### src/rtl/pipeline_pkg.sv
// pipeline_pkg: shared fetch-stage types and constants
package pipeline_pkg;
  typedef enum logic [1:0] {BOOT, RUN, HALT} fetch_state_t;
  localparam logic [31:0] NOP_INST = 32'h0000_0013;
  localparam logic [31:0] HALT_INST_DEFAULT = 32'h0010_0073;
  localparam logic [31:0] RESET_PC_DEFAULT = 32'h0000_0000;
endpackage

### src/rtl/fetch_pipe_reg.sv
// fetch_pipe_reg: fetch-to-B pipeline register with load, hold and bubble controls
module fetch_pipe_reg import pipeline_pkg::*; (
  input  logic        clk,
  input  logic        rst,
  input  logic        load,
  input  logic        bubble,
  input  logic [31:0] inst_i,
  input  logic [31:0] pc_i,
  output logic [31:0] inst_o,
  output logic [31:0] pc_o,
  output logic        valid_o
);
  logic [31:0] inst_q, inst_d, pc_q, pc_d;
  logic valid_q, valid_d;
  always_comb begin
    inst_d = bubble ? NOP_INST : load ? inst_i : inst_q;
    pc_d = bubble ? 32'd0 : load ? pc_i : pc_q;
    valid_d = bubble ? 1'b0 : load ? 1'b1 : valid_q;
  end
  always_ff @(posedge clk) begin
    if (rst) begin
      inst_q <= NOP_INST;
      pc_q <= 32'd0;
      valid_q <= 1'b0;
    end else begin
      inst_q <= inst_d;
      pc_q <= pc_d;
      valid_q <= valid_d;
    end
  end
  assign inst_o = inst_q;
  assign pc_o = pc_q;
  assign valid_o = valid_q;
endmodule

### src/rtl/fetch_stage.sv
// fetch_stage: PC, BOOT/RUN/HALT control and delivered-instruction counter
module fetch_stage import pipeline_pkg::*; #(
  parameter logic [31:0] RESET_PC = RESET_PC_DEFAULT,
  parameter logic [31:0] HALT_INST = HALT_INST_DEFAULT
) (
  input  logic        clk,
  input  logic        rst,
  output logic [31:0] imem_addr,
  input  logic [31:0] imem_rdata,
  input  logic        stall_i,
  input  logic        br_taken_i,
  input  logic [31:0] br_target_i,
  output logic [31:0] pc_out_B,
  output logic [31:0] IM_out_B,
  output logic        valid_B,
  output logic        halted,
  output logic [31:0] fetch_count
);
  fetch_state_t state_q, state_d;
  logic [31:0] pc_q, pc_d, count_q, count_d;
  logic adv, redirect;
  always_comb begin
    redirect = state_q == RUN && br_taken_i;
    adv = state_q == RUN && !br_taken_i && !stall_i;
    pc_d = redirect ? {br_target_i[31:2], 2'b00} : adv ? pc_q + 32'd4 : pc_q;
    count_d = adv && count_q != '1 ? count_q + 32'd1 : count_q;
    state_d = state_q == BOOT ? RUN : adv && imem_rdata == HALT_INST ? HALT : state_q;
  end
  always_ff @(posedge clk) begin
    if (rst) begin
      state_q <= BOOT;
      pc_q <= RESET_PC;
      count_q <= 32'd0;
    end else begin
      state_q <= state_d;
      pc_q <= pc_d;
      count_q <= count_d;
    end
  end
  fetch_pipe_reg u_pipe (
    .clk(clk),
    .rst(rst),
    .load(adv),
    .bubble(state_q != RUN || redirect),
    .inst_i(imem_rdata),
    .pc_i(pc_q),
    .inst_o(IM_out_B),
    .pc_o(pc_out_B),
    .valid_o(valid_B)
  );
  assign imem_addr = pc_q;
  assign halted = state_q == HALT;
  assign fetch_count = count_q;
endmodule

### config.mk
export PLATFORM = sky130hd
export DESIGN_NAME = fetch_stage
export DESIGN_NICKNAME = d
export VERILOG_FILES = /design/src/rtl/pipeline_pkg.sv /design/src/rtl/fetch_pipe_reg.sv /design/src/rtl/fetch_stage.sv
export SDC_FILE = /design/constraint.sdc
export NUM_CORES = 1
export LEC_CHECK = 0
export ABC_AREA = 0
export CORE_UTILIZATION = 46
export DETAILED_ROUTE_END_ITERATION = 6
export GPL_ROUTABILITY_DRIVEN = 1
export PLACE_DENSITY_LB_ADDON = 0.08
export SLEW_MARGIN = 0
export SYNTH_ARGS = -nofsm -noshare
export SYNTH_HDL_FRONTEND = slang
export SYNTH_HIERARCHICAL = 1
export SYNTH_SLANG_ARGS = --single-unit
### constraint.sdc
create_clock -name clk -period 3.2 [get_ports clk]
set_clock_uncertainty 0.1 [all_clocks]
set_input_delay 0.64 -clock clk [delete_from_list [all_inputs] [get_ports clk]]
set_output_delay 0.64 -clock clk [all_outputs]
set_load 0.02 [all_outputs]
==> results of run 1 <==
[registers in the layout, summed over array words and instances, names as in the netlist]
register	flops
u_pipe/inst_o	32
u_pipe/pc_o	32
fetch_count	32
u_pipe/valid_o	1
imem_addr	30
state_q	2
[tightest hold or removal path, cell delays in order (launching register included)]
cell	delay [ns]
dfxtp_1	0.31
nor2_1	0.08
nor2_1	0.05
[synth_stat cells (5+ instances only)]
library cell and count:
dfxtp_1 129, nor2_1 103, mux2i_1 65, nand2_1 32, a211oi_1 27, a21oi_1 23, nand3_1 21, xor2_1 19
nand4_1 18, or3_1 18, o21ai_0 16, clkbuf_1 14, nor4_1 11, and4_1 10, buf_6 10, o31ai_1 10
or4_1 10, and3_1 9, nor3_1 8, xnor2_1 7, buf_4 6, inv_1 6, buf_2 5
[per-stage QoR]
stage | cells | utilization | cell area (um^2)
6_report | 996 | 0.6938 | 8368
5_1_grt | 996 | 0.6938 | 8368
4_1_cts | 996 | 0.6938 | 8368
3_5_place_dp | 964 | 0.6459 | 7790
3_3_place_gp | 964 | 0.6459 | 7790
2_1_floorplan | 623 | - | 5728
[report_power, final]
part	total (mW)	switching, mW	internal, mW
clock	1.89	0.662	1.23
combinational	0.333	0.154	0.179
sequential	1.68	0.0445	1.64
[path summary, 6_finish.rpt]
| check | start | end | cells past startpoint |
|---|---|---|---|
| worst min register to register | u_pipe/valid_o | u_pipe/valid_o | 2 |
| worst max register to register | imem_addr[9] | imem_addr[30] | 5 |
| worst max-delay path | br_taken_i | state_q[1] | 9 |
| worst min-delay path | u_pipe/valid_o | u_pipe/valid_o | 2 |
[kinds of logic after synthesis]
logic type	synth area share
xor gates and xnor gates	0.03983
other	0.0006560
AOI/OAI and AO/OA	0.1094
buffers and inverters	0.04924
adders and majority gates	0.004377
and+or+nand+nor	0.2309
DFF	0.4517
muxes	0.1138
[cell type report]
| class | count | area [um^2] |
|---|---|---|
| inverters | 7 | 38.79 |
| well taps | 168 | 210.2 |
| multi-input cells | 450 | 2867 |
| flip-flops and latches | 129 | 2582 |
| repair buffers | 210 | 2092 |
| fillers | 991 | 3694 |
| clock buffers | 27 | 503.0 |
| clock inverters | 5 | 75.07 |
[layer usage]
layer,part of all wire,wire length (um),up-vias,track usage
li1,-,-,2635,-
met5,0,0,-,0
met2,0.48,7437,181,0.4000
met3,0.072,1119,24,0.08130
met4,0.017,269,0,0.08947
met1,0.43,6709,2548,0.2978
==> metrics, run 1 <==
outcome=finished, final reports clean; Core Region=12060 um^2; Initial Utilization=0.4740; Post-synth EDFFs=0; Area Overhead vs Synth=46.38%; I/O pins=198; Place WS=0.07360 ns; Synth Instances=620; CP top delay family=simple AND/OR/NAND/NOR gates; GP Congestion=0.7903; nets=885; VDD IR-drop max=0.3801 mV; Mean Syn Cell Area=9.221 um^2; count of pins over their slew limit=0; Final Hold Vio Count=0; clock tree buffer depth=2; antenna viol nets, final=0; drt first pass iters=4; synth top area cells=dfxtp_1 45%, mux2i_1 11%, nor2_1 6.8%; Max-Cap Viols=0; post-synth cell types=53; CTS Hold Bufs=0; RSZ-0062 raised after global routing=no; synth warn=6; CTS root buf=clkbuf_16; top cell type's share of synthesized area=0.4517; main flop type after synthesis=dfxtp_1; fin crit share=0.8539; Die Y=113.5 um; Clk Latency, worst-skew pair=0.41 ns; Final min period=2.733 ns; CTS tree=done; Fmax=0.3660 GHz; first-pass GRT wire length=24.97 mm; Leak Pwr=2.777 nW; IO Port Bufs=193; antenna violations before repair=0; Final HPWL DP=10.94 mm; DR WL/cell=15.60 um; sequential fraction of the synthesis area=0.4517; Slew headroom=0.4031; Max FO, Critical Path=54; Max stage delay cell, worst path=or4b_1; global-route usage over all layers=0.2440; fin worst setup slack=0.4675 ns; cell mode on critical path=nor2_1; Clk pin slew, worst setup/hold paths=0.05 ns; Die Area=12880 um^2; hold_ws=0.3862 ns; CTS Buf Count=17; most common cell after layout, fill and taps aside=clkdlybuf4s50_1; Routed Wire Length=15.54 mm; Reg2Reg Setup Slack=0.64 ns; vias per inst=5.410; WS Path Type=primary input to register; Iter 0 DRT Violations=318; Placement Rows=40; setup tns final=0 ns; total global routing overflow=0; Worst Tran Pin Value=0.8954 ns; postcts setup bufs=0; max incr delay on CP=0.50 ns; ANT cells=0; DRC=0; Power Dens Cells=466.6 nW/um^2; Clock Sinks=129; Worst setup SP type=primary input; commonest non-fill, non-tap cells in the layout=192 x clkdlybuf4s50_1, 129 x dfxtp_1, 103 x nor2_1, 65 x mux2i_1, 31 x nand2_1; # H-tree levels=4; Post-Syn Area=5717 um^2; Synth Register Bits=129; vias in the first global route=5084; HP Class=register to register; area leader, netlist=dfxtp_1; chip width=113.5 um; Worst Path Arrival=2.98 ns; final setup fails=0; CP endpoint kind=register; worst endpoint required time=3.45 ns; Synth async-reset ratio=0; crit-path cells=clkdlybuf4s50_1 -> or4b_1 -> buf_4 -> clkinv_8 -> buf_12 -> nand4b_1 -> nor4_1 -> nor2_1 -> nor2_1; WP buf/inv=4; total power=3.904 mW; DR vias=5388; pin count of the biggest net entering global routing=55; layout cell share with drive strength beyond 1=0.06522; Resized cells post-CTS=0
No activity file was read; power rests on OpenSTA's default activity.
==> run 2: changes to the inputs <==
SLEW_MARGIN = 10   (was 0)
==> results of run 2 <==
Same layout as run 1: the final DEF is identical, and so are final timing and power.
